===== config.mk =====
export PLATFORM = sky130hd
export DESIGN_NAME = ifetch_prefetch_unit
export DESIGN_NICKNAME = d
export VERILOG_FILES = /design/src/rtl/ifetch_pkg.sv /design/src/rtl/ifetch_queue.sv /design/src/rtl/ifetch_prefetch_unit.sv
export SDC_FILE = /design/constraint.sdc
export NUM_CORES = 1
export LEC_CHECK = 0
export BUFFER_PORTS_ARGS = -buffer_cell sky130_fd_sc_hd__buf_2
export CELL_PAD_IN_SITES_DETAIL_PLACEMENT = 1
export CELL_PAD_IN_SITES_GLOBAL_PLACEMENT = 2
export CORE_MARGIN = 1
export CORE_UTILIZATION = 25
export CTS_CLUSTER_DIAMETER = 150
export CTS_CLUSTER_SIZE = 10
export DETAILED_ROUTE_END_ITERATION = 6
export GPL_TIMING_DRIVEN = 1
export PLACE_DENSITY_LB_ADDON = 0.1
export REMOVE_ABC_BUFFERS = 1
export SYNTH_ARGS = -nofsm -noshare
export SYNTH_HDL_FRONTEND = slang
export SYNTH_SLANG_ARGS = --single-unit

===== constraint.sdc =====
create_clock -name clk -period 16.3 [get_ports clk]
set_clock_uncertainty 0.15 [all_clocks]
set_input_delay 3.26 -clock clk [delete_from_list [all_inputs] [get_ports clk]]
set_output_delay 3.26 -clock clk [all_outputs]
set_load 0.01 [all_outputs]

===== src/rtl/ifetch_pkg.sv =====
// ifetch_pkg: types and constants shared by the instruction fetch stage.
//   XLEN            - address / instruction width
//   INSTR_BYTES     - byte stride between sequential instruction words
//   fetch_entry_t   - one buffered instruction together with its PC
//   fetch_state_t   - fetch control state (FAULT is only reachable when the
//                     misaligned-redirect check is built in)
//   align_word()    - clears the byte-offset bits of an address
package ifetch_pkg;

    localparam int XLEN = 32;
    localparam logic [XLEN-1:0] INSTR_BYTES = 32'd4;

    typedef struct packed {
        logic [XLEN-1:0] pc;
        logic [XLEN-1:0] instr;
    } fetch_entry_t;

    typedef enum logic {
        RUN   = 1'b0,
        FAULT = 1'b1
    } fetch_state_t;

    function automatic logic [XLEN-1:0] align_word(input logic [XLEN-1:0] addr);
        return {addr[XLEN-1:2], 2'b00};
    endfunction

endpackage


===== src/rtl/ifetch_queue.sv =====
// ifetch_queue: small synchronous FIFO of fetch entries with show-ahead head.
//   clk, reset    - clock, asynchronous active-high reset
//   flush         - empties the queue (takes priority over push/pop)
//   push, entry   - write entry at the tail (ignored when full)
//   pop           - drop the head entry (ignored when empty)
//   head          - entry at the head, valid whenever !empty
//   count         - number of valid entries
//   full, empty   - occupancy flags
module ifetch_queue
    import ifetch_pkg::*;
#(
    parameter int DEPTH = 4
) (
    input  logic                   clk,
    input  logic                   reset,
    input  logic                   flush,
    input  logic                   push,
    input  fetch_entry_t           entry,
    input  logic                   pop,
    output fetch_entry_t           head,
    output logic [$clog2(DEPTH):0] count,
    output logic                   full,
    output logic                   empty
);

    localparam int PTR_W = $clog2(DEPTH);
    localparam int CNT_W = PTR_W + 1;

    fetch_entry_t     mem_reg [DEPTH];
    logic [PTR_W-1:0] wr_ptr_reg;
    logic [PTR_W-1:0] rd_ptr_reg;
    logic [CNT_W-1:0] count_reg;
    logic             push_ok;
    logic             pop_ok;

    assign full    = (count_reg == CNT_W'(DEPTH));
    assign empty   = (count_reg == '0);
    assign push_ok = push && !full && !flush;
    assign pop_ok  = pop && !empty && !flush;

    // Storage is cleared on reset so the head reads as zero out of reset.
    generate
        for (genvar gi = 0; gi < DEPTH; gi++) begin : g_slot
            always_ff @(posedge clk or posedge reset) begin
                if (reset) begin
                    mem_reg[gi] <= '0;
                end else if (push_ok && (wr_ptr_reg == PTR_W'(gi))) begin
                    mem_reg[gi] <= entry;
                end
            end
        end
    endgenerate

    always_ff @(posedge clk or posedge reset) begin
        if (reset) begin
            wr_ptr_reg <= '0;
            rd_ptr_reg <= '0;
            count_reg  <= '0;
        end else if (flush) begin
            wr_ptr_reg <= '0;
            rd_ptr_reg <= '0;
            count_reg  <= '0;
        end else begin
            if (push_ok) wr_ptr_reg <= wr_ptr_reg + 1'b1;
            if (pop_ok)  rd_ptr_reg <= rd_ptr_reg + 1'b1;
            count_reg <= count_reg + CNT_W'(push_ok) - CNT_W'(pop_ok);
        end
    end

    assign head  = mem_reg[rd_ptr_reg];
    assign count = count_reg;

endmodule


===== src/rtl/ifetch_prefetch_unit.sv =====
// ifetch_prefetch_unit: sequential instruction fetch with a prefetch queue.
//   Build option: IFETCH_MISALIGN_CHECK_EN - when defined, a redirect to a
//   non-word-aligned target parks the unit in FAULT (fetch_fault=1, no
//   requests) until an aligned redirect arrives. When undefined the low two
//   target bits are ignored and fetch_fault is tied low.
// Ports:
//   clk, reset                  - clock, asynchronous active-high reset
//   redirect_valid/redirect_pc  - flush and restart fetch at a new target
//   imem_req_valid/ready/addr   - word fetch request channel
//   imem_rsp_valid/data         - in-order response channel, always accepted
//   dec_valid/ready/instr/pc    - instruction handoff to decode
//   fetch_fault                 - misaligned redirect indication
module ifetch_prefetch_unit
    import ifetch_pkg::*;
#(
    parameter int              DEPTH    = 4,
    parameter logic [XLEN-1:0] RESET_PC = 32'h0000_0000
) (
    input  logic            clk,
    input  logic            reset,
    input  logic            redirect_valid,
    input  logic [XLEN-1:0] redirect_pc,
    output logic            imem_req_valid,
    input  logic            imem_req_ready,
    output logic [XLEN-1:0] imem_req_addr,
    input  logic            imem_rsp_valid,
    input  logic [XLEN-1:0] imem_rsp_data,
    output logic            dec_valid,
    input  logic            dec_ready,
    output logic [XLEN-1:0] dec_instr,
    output logic [XLEN-1:0] dec_pc,
    output logic            fetch_fault
);

    localparam int CNT_W = $clog2(DEPTH) + 1;
    // In-flight counters need headroom: after a redirect the stale requests
    // still count as outstanding while a fresh window of DEPTH is issued.
    localparam int FLT_W = CNT_W + 3;

    logic [XLEN-1:0]  fetch_pc_reg;
    logic [XLEN-1:0]  rsp_pc_reg;
    logic [FLT_W-1:0] outstanding_reg;
    logic [FLT_W-1:0] drop_cnt_reg;
    logic [FLT_W-1:0] in_use;
    logic [XLEN-1:0]  target_pc;
    logic             run;
    logic             credit_ok;
    logic             req_fire;
    logic             keep_rsp;
    logic             q_push;
    logic             q_pop;
    logic             q_full;
    logic             q_empty;
    logic [CNT_W-1:0] q_count;
    fetch_entry_t     q_head;
    fetch_entry_t     q_entry;

`ifdef IFETCH_MISALIGN_CHECK_EN
    fetch_state_t state_reg;
    fetch_state_t state_next;

    always_ff @(posedge clk or posedge reset) begin
        if (reset) state_reg <= RUN;
        else       state_reg <= state_next;
    end

    // Every redirect re-decides the state, so the last redirect always wins.
    always_comb begin
        state_next = state_reg;
        if (redirect_valid) begin
            state_next = (redirect_pc[1:0] != 2'b00) ? FAULT : RUN;
        end
    end

    assign run         = (state_reg == RUN);
    assign fetch_fault = (state_reg == FAULT);
    assign target_pc   = redirect_pc;
`else
    assign run         = 1'b1;
    assign fetch_fault = 1'b0;
    assign target_pc   = align_word(redirect_pc);
`endif

    // Entries queued plus live (non-discarded) requests may never exceed the
    // queue size, so every kept response is guaranteed a free slot.
    assign in_use    = FLT_W'(q_count) + outstanding_reg - drop_cnt_reg;
    assign credit_ok = (in_use < FLT_W'(DEPTH));

    assign imem_req_valid = !reset && run && !redirect_valid && credit_ok;
    assign imem_req_addr  = fetch_pc_reg;
    assign req_fire       = imem_req_valid && imem_req_ready;

    // A response arriving in a redirect cycle is stale and is discarded.
    assign keep_rsp = imem_rsp_valid && (drop_cnt_reg == '0) && !redirect_valid;
    assign q_push   = keep_rsp && !q_full;
    assign q_entry  = '{pc: rsp_pc_reg, instr: imem_rsp_data};

    assign dec_valid = !q_empty && !redirect_valid;
    assign q_pop     = dec_valid && dec_ready;
    assign dec_instr = q_head.instr;
    assign dec_pc    = q_head.pc;

    always_ff @(posedge clk or posedge reset) begin
        if (reset) begin
            fetch_pc_reg    <= RESET_PC;
            rsp_pc_reg      <= RESET_PC;
            outstanding_reg <= '0;
            drop_cnt_reg    <= '0;
        end else begin
            outstanding_reg <= outstanding_reg + FLT_W'(req_fire) - FLT_W'(imem_rsp_valid);
            if (redirect_valid) begin
                fetch_pc_reg <= target_pc;
                rsp_pc_reg   <= target_pc;
                drop_cnt_reg <= outstanding_reg - FLT_W'(imem_rsp_valid);
            end else begin
                if (req_fire) fetch_pc_reg <= fetch_pc_reg + INSTR_BYTES;
                if (q_push)   rsp_pc_reg   <= rsp_pc_reg + INSTR_BYTES;
                if (imem_rsp_valid && (drop_cnt_reg != '0)) begin
                    drop_cnt_reg <= drop_cnt_reg - 1'b1;
                end
            end
        end
    end

    ifetch_queue #(
        .DEPTH (DEPTH)
    ) u_queue (
        .clk   (clk),
        .reset (reset),
        .flush (redirect_valid),
        .push  (q_push),
        .entry (q_entry),
        .pop   (q_pop),
        .head  (q_head),
        .count (q_count),
        .full  (q_full),
        .empty (q_empty)
    );

endmodule


Yosys cells after proc, flatten, opt, wreduce, memory -nomap -nowiden
Index checks and enable logic that the tools add are counted.
{"block": "word_totals", "ff_bits": 339, "output_inout_bits": 99, "input_bits": 70}
{"block": "classes", "n_mux": 14, "reduce_logical": 30, "addsub": 12, "bitwise": 1, "order_cmp": 2, "eq_ne": 4}
{"op": "$bmux 64 s2", "count": 1}
{"op": "$mux 32", "count": 4}
{"op": "$mux 64", "count": 2}
{"op": "$add 32x3->32 const B", "count": 2}
{"op": "$logic_and 1x1->1", "count": 17}
{"op": "$mux 6", "count": 2}
{"op": "$sub 6x1->6", "count": 2}
{"op": "$reduce_bool 2->1", "count": 5}
{"op": "$mux 2", "count": 4}
{"op": "$add 3x6->6", "count": 1}
{"op": "$add 6x1->6", "count": 1}
{"op": "$logic_not 6->1", "count": 1}
{"op": "$lt 6x3->1 const B", "count": 1}
{"op": "$reduce_bool 6->1", "count": 1}
{"op": "$sub 6x1->6 const B", "count": 1}
{"op": "$sub 6x6->6", "count": 1}
{"op": "$add 2x1->2 const B", "count": 2}
{"op": "$eq 2x2->1 const B", "count": 2}
{"op": "$logic_not 1->1", "count": 4}
{"op": "$add 3x1->3", "count": 1}
{"op": "$eq 3x3->1 const B", "count": 1}
{"op": "$ge 3x3->1 const B", "count": 1}
{"op": "$logic_not 3->1", "count": 1}
{"op": "$mux 3", "count": 1}
{"op": "4 further kinds", "count": 4}

Depth between registers and ports, before layout
{"block": "logic_depth", "word_depth": 9, "ltp_mapped": 19, "depth_no_buf": 18}

Modules after synthesis
A second synthesis with hierarchy kept.
{"block": "hier_totals", "hier_cells": 1202, "hier_area_um2": 17641.9}
{"mod": "ifetch_queue", "instances": 1, "cells_per_inst": 666, "area_per_inst_um2": 12748.5}
{"mod": "ifetch_prefetch_unit", "instances": 1, "cells_per_inst": 536, "area_per_inst_um2": 4893.4}

Worst setup path before layout
OpenSTA, ideal clock, no wires.
{"block": "synth_timing", "path_kind": "input-to-output", "startpoint": "input redirect_valid", "endpoint": "output dec_valid", "path_stages": 4, "n_path_buf": 3, "arrival_time_ps": 4129, "slack_ps": 8761, "required_ps": 12890, "path_cell_list": "clkbuf_1 -> clkbuf_1 -> buf_1 -> nor2_1"}
{"block": "synth_via", "elab_chain_len": 2}
{"item": "start: declaration", "line": "ifetch_prefetch_unit.sv:21", "source": "input logic redirect_valid,"}
{"item": "$logic_not 1->1", "line": "ifetch_prefetch_unit.sv:98", "source": "assign dec_valid = !q_empty && !redirect_valid;"}
{"item": "$logic_and 1x1->1", "line": "ifetch_prefetch_unit.sv:98"}
{"item": "end: declaration", "line": "ifetch_prefetch_unit.sv:28", "source": "output logic dec_valid,"}
Every way passes these cells.

Worst setup path after layout
{"block": "layout_timing", "startpoint": "input redirect_valid", "endpoint": "output imem_req_valid"}
{"block": "layout_via", "elab_chain_len": 3}
{"item": "$logic_not 1->1", "line": "ifetch_prefetch_unit.sv:89", "source": "assign imem_req_valid = !reset && run && !redirect_valid && credit_ok;"}
{"item": "$logic_and 1x1->1 (2 in a row)", "line": "ifetch_prefetch_unit.sv:89"}
{"item": "end: declaration", "line": "ifetch_prefetch_unit.sv:23", "source": "output logic imem_req_valid,"}
Every way passes these cells.

==> impl_metrics.ini <==
[synth]
synth_area_mm2 = 0.0157
synth-seq-cells = 327
async_reset_ff_frac = 1.00
synth_warnings = 0
synth-main-ff-cell = dfrtp_1
syn_inst = 1187
synth-edff-count = 0
synth.avg_cell_area_um2 = 13.3
ys_types = 57
ys_seq_area_frac = 0.520

[sta]
report.final.slew_viol_count = 0
worst_slack_ns = 8.69
tightest_slew_ns = 1.03
tns_ns = 0
whs_ns = 0.331
final-setup-viol-count = 0
hold_viol_final = 0
grt_setup_unrepaired = no
finalCritPeriodShare = 0.467
finalCriticalPeriod_ns = 7.61
slew-limit-headroom = 0.314
fmax_ghz = 0.131

[global_routing]
antenna_found_initial = 0
gr-usage-met1 = 0.203
grt_usage = 0.148
grt_pass1_vias = 11404
grt_pass1_wl_um = 72300
grt_max_degree = 143
grtUsageMet3 = 0.0265
grt_busiest_layer = met2
grt-ovfl-total = 0
met2_usage = 0.240

[final_layout]
fin_area_mm2 = 0.0184
area_delta_synth_final_pct = 16.9
final_cell_mix = dfrtp_1, mux2_2, buf_2
largest_reg_flops = 248
layout-drive-gt1-share = 0.408
finalNetCount = 1429
layout_commonest_cell = dfrtp_1
diodes = 0

[cts]
cts_resized = 0
cts_tree = done
htree_num_levels = 2
cts_sinks = 327
postCtsSetupRepairBufs = 0
root_buffer = clkbuf_16
numCtsBuffers = 38
clkTransAtPathRegs_ns = 0.05
cts_max_path_buffers = 3
ctsHoldBuffers = 0
clock_latency_ns = 0.55

[drt]
initialDrtViolationCount = 323
wire_per_inst_um = 20.9
drcViolationCount = 0
vias_per_cell = 4.65
dr.pass1.iters = 4
totalWireLength_um = 45400
via_count = 10092
drtAntennaViolNets = 0

[worst_setup_path]
arrival_ns = 4.20
r2r_setup_slack_ns = 11.26
cp.required_ns = 12.89
startpoint_type = input port
r2r_start = outstanding_reg[2]
ff2ff_path_depth = 18
crit_fanout = 32
endpoint = imem_req_valid
cp-end-kind = primary output
critPathKind = input port to primary output
crit_start = redirect_valid
rr_endpoint = outstanding_reg[4]

[place]
dp_hpwl_um = 28500
routabilityCongestion = 0.708
postPlaceCellArea_mm2 = 0.0174
pre_cts_slack_ns = 8.66
io_buffers = 161

[die]
ios = 169
die_area_mm2 = 0.0640
die_h_um = 253
die-width_um = 253
row_count = 91
start_util = 0.254
core_mm2 = 0.0619

[power_and_ir_drop]
pwr_density_cell_mw_per_mm2 = 132
ir_drop_uv = 61.1
p_leak_uw = 0.00868
power_uw = 2420

[run_status]
status = finished clean

[worst_hold_path]
whs_path_depth = 2
hp-class = register to register

[job]
maxCapViolations = 0
## worst max-delay path, stage by stage
cell and delay [ns]:
buf_4 0.23, nor2_1 0.18, o21ai_0 0.13, nor4_1 0.19, buf_2 0.18
## how the worst min path moves through the flow
stage,startpoint,endpoint,slack (ns)
floorplan,u_queue.mem_reg[115],u_queue.mem_reg[115],0.29
global placement,u_queue.mem_reg[243],u_queue.mem_reg[243],0.31
detailed placement,u_queue.mem_reg[243],u_queue.mem_reg[243],0.32
CTS,u_queue.mem_reg[243],u_queue.mem_reg[243],0.33
global route,u_queue.mem_reg[243],u_queue.mem_reg[243],0.36
finish,u_queue.mem_reg[57],u_queue.mem_reg[57],0.33
## area by class of cell
type / instances / area [um^2]
Clock buffer: 39 / 955
Clock inverter: 4 / 38.8
Fill cell: 6743 / 43500
Inverter: 39 / 154
Multi-Input combinational cell: 747 / 7090
Sequential cell: 327 / 8190
Tap cell: 837 / 1050
Timing Repair Buffer: 175 / 926
## synth_stat cells, drive strengths merged, types with 5 or more instances
library cell	instances	area, um^2
a21oi	14	73.8
a221o	19	190
and2	8	50.1
and3	6	37.5
buf	42	218
clkbuf	36	135
dfrtp	327	8180
ha	27	338
inv	38	143
mux2	250	2820
mux2i	15	150
mux4	62	1400
nand2	69	269
nand3	26	130
nand4	19	119
nor2	41	154
nor3	29	145
nor3b	5	37.5
nor4	9	62.6
o211ai	7	52.6
o21ai	42	210
or3	7	43.8
xnor2	20	175
xor2	13	114
## per-layer routing
layer / part of all wire / vias up / wire, um
li1: - / 4588 / -
met1: 0.47 / 5301 / 21600
met2: 0.47 / 147 / 21400
met3: 0.036 / 56 / 1640
met4: 0.018 / 0 / 838
met5: 0 / - / 0
## power by group
group / leakage, uW / internal (uW) / switching (uW) / total [uW]
clock: 0.000489 / 415 / 340 / 755
combinational: 0.00378 / 320 / 325 / 645
sequential: 0.00441 / 912 / 109 / 1020
total: 0.00868 / 1650 / 774 / 2420
## logic make-up (layout without fill, tap and decap cells)
kind of cell             after synthesis  count (layout)  synth area share
XOR/XNOR                              33              33            0.0184
flip-flops                           327             327             0.520
other                                  1               5          0.000238
multiplexers                         327             327             0.277
buffers and inverters                117             257            0.0317
AO/OA/AOI/OAI                        112             112            0.0501
adder cells (fa/ha/maj)               31              31            0.0266
AND/OR/NAND/NOR                      239             239            0.0760
## stage by stage
stage               instances  utilization
floorplan                1113            -
global placement         2125        0.281
detailed placement       2125        0.281
CTS                      2168        0.297
global route             2168        0.297
finish                   2168        0.297
(Power assumes the default switching activity.)
